$ cat src/rtl/imem_loader_pkg.sv
// Shared types and constants for the instruction-memory program loader.
// IMEM_LOADER_CHECKSUM_EN adds the checksum states to the state encoding.
package imem_loader_pkg;

  localparam int LEN_BYTES      = 2;
  localparam int BYTES_PER_WORD = 2;
  localparam int LEN_W          = 8 * LEN_BYTES;
  localparam int WORD_W         = 8 * BYTES_PER_WORD;
  localparam int CSUM_W         = 16;

  typedef enum logic [3:0] {
    S_IDLE,
    S_LEN_LO,
    S_LEN_HI,
    S_DATA_LO,
    S_DATA_HI,
    S_WRITE,
`ifdef IMEM_LOADER_CHECKSUM_EN
    S_CHK_LO,
    S_CHK_HI,
`endif
    S_DONE,
    S_ERROR
  } state_t;

endpackage

$ cat src/rtl/imem_loader_csum.sv
// Running 16-bit word sum of the loaded program and its comparison against
// the trailing checksum; only used when IMEM_LOADER_CHECKSUM_EN is defined.
module imem_loader_csum
  import imem_loader_pkg::*;
(
  input  logic              clk,
  input  logic              rst_n,
  input  logic              i_clr,
  input  logic              i_add_en,
  input  logic [CSUM_W-1:0] i_add_data,
  input  logic [CSUM_W-1:0] i_cmp_data,
  output logic              o_match
);

  logic [CSUM_W-1:0] r_acc;

  always_ff @(posedge clk or negedge rst_n) begin
    if (!rst_n) begin
      r_acc <= '0;
    end else if (i_clr) begin
      r_acc <= '0;
    end else if (i_add_en) begin
      r_acc <= r_acc + i_add_data;
    end
  end

  assign o_match = (r_acc == i_cmp_data);

endmodule

$ cat src/rtl/imem_loader.sv
// Byte-stream program loader driving the fetch-stage imem write port.
// Optional trailing checksum enabled by defining IMEM_LOADER_CHECKSUM_EN.
module imem_loader
  import imem_loader_pkg::*;
#(
  parameter int                ADDR_W    = 32,
  parameter int                DATA_W    = 16,
  parameter logic [ADDR_W-1:0] BASE_ADDR = '0,
  parameter int                MAX_WORDS = 1024
) (
  input  logic              clk,
  input  logic              reset,
  input  logic              start,
  input  logic              in_valid,
  input  logic [7:0]        in_byte,
  output logic              in_ready,
  output logic              write_enable_fm,
  output logic [ADDR_W-1:0] write_addr_fm,
  output logic [DATA_W-1:0] write_data_fm,
  output logic              rst_fm,
  output logic              cpu_hold,
  output logic              done,
  output logic              error
);

  localparam logic [LEN_W:0] MAX_L = (LEN_W + 1)'(MAX_WORDS);

`ifdef IMEM_LOADER_CHECKSUM_EN
  localparam state_t S_AFTER_LAST = S_CHK_LO;
`else
  localparam state_t S_AFTER_LAST = S_DONE;
`endif

  state_t              r_state;
  state_t              w_next;
  logic [ADDR_W-1:0]   r_addr;
  logic [DATA_W-1:0]   r_data;
  logic [7:0]          r_lo;
  logic [LEN_W-1:0]    r_cnt;
  logic                w_xfer;
  logic                w_idle_like;
  logic                w_start_ok;
  logic                w_csum_ok;
  logic [WORD_W-1:0]   w_hi_lo;

  assign w_idle_like = (r_state == S_IDLE) || (r_state == S_DONE) || (r_state == S_ERROR);
  assign w_start_ok  = start && w_idle_like;
  assign w_xfer      = in_valid && in_ready;
  assign w_hi_lo     = {in_byte, r_lo};

  always_comb begin
    in_ready = 1'b0;
    case (r_state)
      S_LEN_LO, S_LEN_HI, S_DATA_LO, S_DATA_HI: in_ready = 1'b1;
`ifdef IMEM_LOADER_CHECKSUM_EN
      S_CHK_LO, S_CHK_HI:                       in_ready = 1'b1;
`endif
      default:                                  in_ready = 1'b0;
    endcase
  end

  assign write_enable_fm = (r_state == S_WRITE);
  assign rst_fm          = !w_idle_like;
  assign cpu_hold        = !w_idle_like;
  assign done            = (r_state == S_DONE);
  assign error           = (r_state == S_ERROR);
  assign write_addr_fm   = r_addr;
  assign write_data_fm   = r_data;

`ifdef IMEM_LOADER_CHECKSUM_EN
  imem_loader_csum u_csum (
    .clk        (clk),
    .rst_n      (reset),
    .i_clr      (w_start_ok),
    .i_add_en   (r_state == S_WRITE),
    .i_add_data (r_data),
    .i_cmp_data (w_hi_lo),
    .o_match    (w_csum_ok)
  );
`else
  assign w_csum_ok = 1'b1;
`endif

  always_ff @(posedge clk or negedge reset) begin
    if (!reset) begin
      r_state <= S_IDLE;
    end else begin
      r_state <= w_next;
    end
  end

  always_comb begin
    w_next = r_state;
    case (r_state)
      S_IDLE, S_DONE, S_ERROR: if (start) w_next = S_LEN_LO;
      S_LEN_LO:  if (w_xfer) w_next = S_LEN_HI;
      S_LEN_HI:
        if (w_xfer) begin
          if (w_hi_lo == '0)                w_next = S_AFTER_LAST;
          else if ({1'b0, w_hi_lo} > MAX_L) w_next = S_ERROR;
          else                              w_next = S_DATA_LO;
        end
      S_DATA_LO: if (w_xfer) w_next = S_DATA_HI;
      S_DATA_HI: if (w_xfer) w_next = S_WRITE;
      // r_cnt still holds the pre-decrement count during WRITE
      S_WRITE:   w_next = (r_cnt == LEN_W'(1)) ? S_AFTER_LAST : S_DATA_LO;
`ifdef IMEM_LOADER_CHECKSUM_EN
      S_CHK_LO:  if (w_xfer) w_next = S_CHK_HI;
      S_CHK_HI:  if (w_xfer) w_next = w_csum_ok ? S_DONE : S_ERROR;
`endif
      default:   w_next = S_IDLE;
    endcase
  end

  always_ff @(posedge clk or negedge reset) begin
    if (!reset) begin
      r_addr <= BASE_ADDR;
      r_data <= '0;
      r_lo   <= '0;
      r_cnt  <= '0;
    end else begin
      if (w_start_ok) begin
        r_addr <= BASE_ADDR;
        r_cnt  <= '0;
      end
      if (w_xfer && (r_state == S_LEN_LO || r_state == S_DATA_LO
`ifdef IMEM_LOADER_CHECKSUM_EN
                     || r_state == S_CHK_LO
`endif
                    )) begin
        r_lo <= in_byte;
      end
      if (w_xfer && r_state == S_LEN_HI) r_cnt  <= w_hi_lo;
      if (w_xfer && r_state == S_DATA_HI) r_data <= w_hi_lo;
      if (r_state == S_WRITE) begin
        r_addr <= r_addr + ADDR_W'(1);
        r_cnt  <= r_cnt - LEN_W'(1);
      end
    end
  end

  // Checksum acceptance is unused when the feature is compiled out
  logic w_unused;
  assign w_unused = w_csum_ok;

endmodule

$ cat config.mk
export PLATFORM = sky130hd
export DESIGN_NAME = imem_loader
export DESIGN_NICKNAME = d
export VERILOG_FILES = /design/src/rtl/imem_loader_pkg.sv /design/src/rtl/imem_loader_csum.sv /design/src/rtl/imem_loader.sv
export SDC_FILE = /design/constraint.sdc
export NUM_CORES = 1
export LEC_CHECK = 0
export ABC_AREA = 0
export CORE_MARGIN = 3
export CORE_UTILIZATION = 45
export DETAILED_ROUTE_END_ITERATION = 6
export PLACE_DENSITY = 0.69
export SYNTH_ARGS = -nofsm -noshare
export SYNTH_HDL_FRONTEND = slang
export SYNTH_SLANG_ARGS = --single-unit
$ cat constraint.sdc
create_clock -name clk -period 2 [get_ports clk]
set_clock_uncertainty 0.05 [all_clocks]
set_input_delay 0.4 -clock clk [delete_from_list [all_inputs] [get_ports clk]]
set_output_delay 0.4 -clock clk [all_outputs]
set_load 0.01 [all_outputs]
# After elaboration in Yosys (flattened, before gate mapping)
# Index checks and enable logic that the tools add are counted.
[classes]
order_cmp = 1
reduce_logical = 16
eq_ne = 13
n_addsub = 2
n_mux = 15
[op_table]
columns = ["op", "n"]
rows = [
  ["2-to-1 mux 32 bit", 2],
  ["2-to-1 mux 16 bit", 3],
  ["adder 32 x 1 -> 32 bit (second input constant)", 1],
  ["one-hot mux 4 bit (6 select lines)", 1],
  ["2-to-1 mux 4 bit", 5],
  ["== test 16 x 1 -> 1 bit (second input constant)", 1],
  ["== test 4 x 3 -> 1 bit (second input constant)", 4],
  ["greater-than comparator 16 x 11 -> 1 bit (second input constant)", 1],
  ["logical NOT 16 bit", 1],
  ["subtractor 16 x 1 -> 16 bit (second input constant)", 1],
  ["!= test 2 bit (second input constant)", 5],
  ["2-to-1 mux 3 bit", 3],
  ["== test 4 x 2 -> 1 bit (second input constant)", 2],
  ["logical AND 1 bit", 5],
  ["AND reduction 5 bit", 1],
  ["== test 4 x 1 -> 1 bit (second input constant)", 1],
  ["logical NOT 4 bit", 1],
  ["OR reduction 4 bit", 1],
  ["logical OR 1 bit", 3],
  ["nonzero test 3 bit", 1],
  ["OR reduction 3 bit", 1],
  ["nonzero test 2 bit", 1],
  ["logical NOT 1 bit", 1],
  ["2-to-1 mux 1 bit", 1],
]
[totals]
ff_bits = 76
inputBits = 12
elab_cells = 52

# Depth between registers and ports, before layout
[depth]
depth_word = 7
depth_mapped = 7
depth_no_buf = 6

# Least setup slack after synthesis
# No wires, ideal clock.
[synth_timing]
kind = "register to register"
from = "register r_cnt[0]"
to = "register r_cnt[8]"
setup_time_ps = 126
period_less_slack_ps = 1875
stages_incl_launch_ff = 7
n_path_buf = 0
slack_ps = 125
arrival_time_ps = 1699
path_cell_list = "dfrtp_1 > inv_1 > ha_1 > or3b_2 > nor3_1 > o2bb2ai_2 > a221o_1"
[synth_between]
elab_chain_len = 2
[synth_rtl]
columns = ["item", "line", "rtl"]
rows = [
  ["from (decl)", "imem_loader.sv:39", "logic [LEN_W-1:0] r_cnt;"],
  ["from (signal assigned)", "imem_loader.sv:133", "if (w_xfer && r_state == S_LEN_HI) r_cnt <= w_hi_lo;"],
  ["from (signal assigned)", "imem_loader.sv:137", "r_cnt <= r_cnt - LEN_W'(1);"],
  ["subtractor 16 x 1 -> 16 bit", "imem_loader.sv:137", ""],
  ["2-to-1 mux 16 bit", "imem_loader.sv:135", "if (r_state == S_WRITE) begin"],
]
# Every way passes these cells.
# A chain may end at the register's enable or synchronous reset.

# Worst setup path in the final report
[layout_timing]
from = "register r_state[2]"
to = "register r_cnt[11]"
[layout_between]
elab_chain_len = 7
[layout_rtl]
columns = ["item", "line", "rtl"]
rows = [
  ["from (decl)", "imem_loader.sv:34", "state_t r_state;"],
  ["from (signal assigned)", "imem_loader.sv:88", "r_state <= w_next;"],
  ["== test 4 x 1 -> 1 bit (tied with other cells)", "imem_loader.sv:53", "case (r_state)"],
  ["OR reduction 4 bit", "imem_loader.sv:53", ""],
  ["2-to-1 mux 1 bit", "imem_loader.sv:53", ""],
  ["logical AND 1 bit", "imem_loader.sv:48", "assign w_xfer = in_valid && in_ready;"],
  ["logical AND 1 bit", "imem_loader.sv:133", ""],
  ["2-to-1 mux 16 bit", "imem_loader.sv:133", ""],
  ["2-to-1 mux 16 bit", "imem_loader.sv:135", ""],
]
# Several ways; a longest one is shown, not always the timed one.

==> report_table.html <==
<table>
<tr><th>Metric</th><th>Value</th></tr>
<tr><th colspan="2">Run status</th></tr>
<tr><td>Status</td><td>completed</td></tr>
<tr><th colspan="2">Floorplanning</th></tr>
<tr><td>Die Y</td><td>100.2 µm</td></tr>
<tr><td>Number of top-level pins</td><td>66</td></tr>
<tr><td>Area of the core</td><td>0.008423 mm²</td></tr>
<tr><td>Die span in x</td><td>100.2 µm</td></tr>
<tr><td>Row cnt</td><td>33</td></tr>
<tr><td>Initial core utilization</td><td>0.4745</td></tr>
<tr><td>Total die area</td><td>0.01005 mm²</td></tr>
<tr><th colspan="2">Cells and area</th></tr>
<tr><td>Antenna Diode Count</td><td>0</td></tr>
<tr><td>Count of filler cells inserted in the layout</td><td>738</td></tr>
<tr><td>Total Nets Final</td><td>495</td></tr>
<tr><td>Leading cell types in the layout, fill and taps excluded</td><td>dfrtp_1 (72), clkdlybuf4s50_1 (58), nand2_1 (45)</td></tr>
<tr><td>Area growth from synthesis to layout</td><td>31.00%</td></tr>
<tr><td>Final design instance area without fill</td><td>0.005235 mm²</td></tr>
<tr><td>Most common cell after layout, fill and taps aside</td><td>dfrtp_1</td></tr>
<tr><td>Share of post-route cells with drive strength above 1</td><td>0.2268</td></tr>
<tr><th colspan="2">STA</th></tr>
<tr><td>Total count of hold-check failures in the final report</td><td>0</td></tr>
<tr><td>Unrepaired setup endpoints after global routing</td><td>no</td></tr>
<tr><td>Relative max-transition margin</td><td>0.6700</td></tr>
<tr><td>Final setup slack of the worst path</td><td>0.05299 ns</td></tr>
<tr><td>Clock period minus worst slack</td><td>1.947 ns</td></tr>
<tr><td>Fin crit share</td><td>0.9735</td></tr>
<tr><td>Number of pins with negative max-slew slack in the final report</td><td>0</td></tr>
<tr><td>Setup violations, final</td><td>0</td></tr>
<tr><td>Transition time at the pin with the least slew margin</td><td>0.4905 ns</td></tr>
<tr><td>Fmax achieved</td><td>0.5136 GHz</td></tr>
<tr><th colspan="2">Clock tree</th></tr>
<tr><td>Clock latency at the later pin of the worst-skew pair</td><td>0.35 ns</td></tr>
<tr><td>Reg clk slew, reported paths</td><td>0.09 ns</td></tr>
<tr><td>TritonCTS Buffers</td><td>9</td></tr>
<tr><td>TritonCTS clock tree</td><td>done</td></tr>
<tr><td># clock sinks</td><td>75</td></tr>
<tr><td>Post-CTS Hold Buffers</td><td>0</td></tr>
<tr><td>Clk buf depth</td><td>2</td></tr>
<tr><td>CTS Root Cell</td><td>clkbuf_8</td></tr>
<tr><td>H-tree level count</td><td>3</td></tr>
<tr><th colspan="2">Yosys</th></tr>
<tr><td>Register bit count reported by yosys</td><td>75</td></tr>
<tr><td>Number of instances in the synthesized netlist</td><td>385</td></tr>
<tr><td>Post-synth EDFFs</td><td>0</td></tr>
<tr><td>Mean Syn Cell Area</td><td>10.38 µm²</td></tr>
<tr><td>Mapped Nets</td><td>400</td></tr>
<tr><td>Ys Warns</td><td>0</td></tr>
<tr><td>Post-synthesis sequential area ratio</td><td>0.4696</td></tr>
<tr><td>Number of different library cells in the post-synthesis netlist</td><td>58</td></tr>
<tr><td>Synth Flop Type</td><td>dfrtp_1</td></tr>
<tr><td>Summed instance area of the synthesized netlist</td><td>0.003996 mm²</td></tr>
<tr><td>Async set or reset register ratio after synthesis</td><td>1.000</td></tr>
<tr><th colspan="2">GRT</th></tr>
<tr><td>Maximum number of pins on one net before global-route repair</td><td>76</td></tr>
<tr><td>Total routing resource utilization after global routing</td><td>0.2029</td></tr>
<tr><td>Vias in the first global route</td><td>3,369</td></tr>
<tr><td>Remaining Overflow, GRT</td><td>0</td></tr>
<tr><td>Antenna violations before repair</td><td>0</td></tr>
<tr><td>First-pass GRT wire length</td><td>16,550 µm</td></tr>
<tr><th colspan="2">Flow run</th></tr>
<tr><td>Max Cap Viol</td><td>0</td></tr>
<tr><th colspan="2">Setup path</th></tr>
<tr><td>Reg-to-reg setup timing slack</td><td>0.05 ns</td></tr>
<tr><td>Data required, critical path</td><td>2.19 ns</td></tr>
<tr><td>Critical Path End Type</td><td>flop</td></tr>
<tr><td>Buffers and inverters on the worst path</td><td>1</td></tr>
<tr><td>Logic depth of the worst register-to-register path</td><td>5</td></tr>
<tr><td>Signal arrival time at the worst endpoint</td><td>2.13 ns</td></tr>
<tr><td>Ordered cell list for the critical path</td><td>buf_4 -&gt; or3b_1 -&gt; a21o_4 -&gt; a22o_1 -&gt; a221o_1</td></tr>
<tr><td>Element type at the critical path start</td><td>flop</td></tr>
<tr><td>Max incr delay on CP</td><td>0.44 ns</td></tr>
<tr><td>Crit-path max FO</td><td>12</td></tr>
<tr><td>Slowest cell on the critical path</td><td>dfrtp_2</td></tr>
<tr><td>Launching point of the worst reg2reg path</td><td>r_state[2]</td></tr>
<tr><td>Capture point of the worst reg-to-reg path</td><td>r_cnt[11]</td></tr>
<tr><td>Type of the setup path with the least slack</td><td>reg2reg</td></tr>
<tr><td>Dominant delay contributor by cell family on the critical path</td><td>compound AO/OA/AOI/OAI gates</td></tr>
<tr><th colspan="2">Placement</th></tr>
<tr><td>Dpl ws</td><td>-0.3644 ns</td></tr>
<tr><td>Final weighted congestion of routability-driven global placement</td><td>0.8832</td></tr>
<tr><td>Detailed placer's ending HPWL</td><td>6781 µm</td></tr>
<tr><td>Number of buffer cells added on primary ports</td><td>65</td></tr>
<tr><td>Placed Instance Area</td><td>0.004966 mm²</td></tr>
<tr><th colspan="2">Drt</th></tr>
<tr><td>Remaining routing DRC violations</td><td>0</td></tr>
<tr><td>DRT Pass-1 Iters</td><td>4</td></tr>
<tr><td>Initial DRC count</td><td>246</td></tr>
<tr><td>Antenna Nets Post-Route</td><td>0</td></tr>
<tr><td>Vias per std cell</td><td>5.720</td></tr>
<tr><td>Vias</td><td>3,375</td></tr>
<tr><td>Routed WL per cell</td><td>16.32 µm</td></tr>
<tr><td>Total length of routed wires</td><td>9628 µm</td></tr>
<tr><th colspan="2">Power and ir drop</th></tr>
<tr><td>Peak VDD IR</td><td>0.8397 mV</td></tr>
<tr><td>Lkg Pwr</td><td>2.357 nW</td></tr>
<tr><td>Pwr dens</td><td>1338 mW/mm²</td></tr>
<tr><th colspan="2">Worst hold path</th></tr>
<tr><td>Worst Hold Class</td><td>in2async</td></tr>
</table>
repair_timing:
item | 4_1_cts | 5_1_grt
endpoints found under the setup margin | 6 | 9
pin swaps | 0 | 1
resized for setup | 13 | 11
buffers inserted | 4 | 0
routing by layer:
metal  part of all wire  global-route usage  up-vias
met3              0.051             0.03683        8
met4             0.0068             0.05492        0
met1               0.46              0.2927     1640
met5                  0                   0        -
met2               0.48              0.3150       95
li1                   -                   -     1632
synth_stat cells, drive strengths merged, types with 8 or more instances:
library cell | n | share of area
o21ai | 12 | 0.016
buf | 15 | 0.027
dfrtp | 75 | 0.47
nor2 | 19 | 0.018
a21oi | 11 | 0.014
nor4 | 9 | 0.021
nand3 | 22 | 0.028
mux2 | 24 | 0.068
nand4 | 18 | 0.028
mux2i | 27 | 0.068
nor3 | 10 | 0.013
inv | 10 | 0.0094
and3 | 8 | 0.013
nand2 | 45 | 0.042
power by group:
| part | leakage (nW) | internal [W] | switching (W) |
|---|---|---|---|
| logic | 1.28 | 0.00175 | 0.00155 |
| clock network | 0.0988 | 0.000599 | 0.000642 |
| registers | 0.976 | 0.00198 | 0.000483 |
| total | 2.36 | 0.00432 | 0.00268 |
final cells by class:
type / instances / area, µm² / share of cell area
Multi-Input combinational cell: 277 / 1979 / 0.3781
Sequential cell: 75 / 1881 / 0.3592
Timing Repair Buffer: 106 / 996.0 / 0.1902
Tap cell: 105 / 131.4 / 0.02510
Clock buffer: 9 / 123.9 / 0.02366
Clock inverter: 7 / 82.58 / 0.01577
Inverter: 11 / 41.29 / 0.007887
logic make-up (layout without fill, tap and decap cells):
kind of cell | count (synthesis) | in the layout | share of synthesized area
AO/OA/AOI/OAI | 66 | 66 | 0.1218
multiplexers | 51 | 51 | 0.1353
AND/OR/NAND/NOR | 154 | 154 | 0.2107
XOR/XNOR | 3 | 3 | 0.006576
buffers and inverters | 33 | 133 | 0.04665
flip-flops | 75 | 75 | 0.4696
adder cells (fa/ha/maj) | 3 | 3 | 0.009394
worst max-delay path by stage:
stage / from / end / slack, ns / depth (start not counted)
after floorplan: r_cnt[0] / r_cnt[8] / 0.13 / 6
after global placement: start / r_cnt[11] / -0.34 / 5
after detailed placement: start / r_cnt[11] / -0.36 / 5
after CTS: r_state[2] / rst_fm / -0.0008 / 4
after global routing: r_state[2] / r_cnt[11] / 0.0003 / 5
final: r_state[2] / r_cnt[11] / 0.05 / 5
per-stage QoR:
| step | setup TNS (ns) | util | power, W | hold slack (ns) | instances |
|---|---|---|---|---|---|
| finish | 0 | 0.6215 | 0.007003 | 0.01159 | 590 |
| global route | 0 | 0.6215 | 0.007474 | 0.04076 | 590 |
| CTS | -0.0007965 | 0.6190 | 0.006994 | 0.03660 | 590 |
| detailed placement | -4.296 | 0.5896 | 0.005681 | 0.4168 | 570 |
| global placement | -3.904 | 0.5896 | 0.005621 | 0.4119 | 570 |
| floorplan | 0 | - | 0.004362 | 0.05441 | 385 |
worst reg2reg max path: cells and delay by family, from the launching register on:
kind / cells / cell delay [ns]
compound gates: 3 / 0.81
buf+inv: 1 / 0.15
flops: 1 / 0.44
simple gates: 1 / 0.39
sequential cells by signal (all words and copies together) (netlist names):
register,count
r_cnt,16
r_lo,8
r_state,3
write_addr_fm,32
write_data_fm,16
No activity file was read; power rests on OpenSTA's default activity.
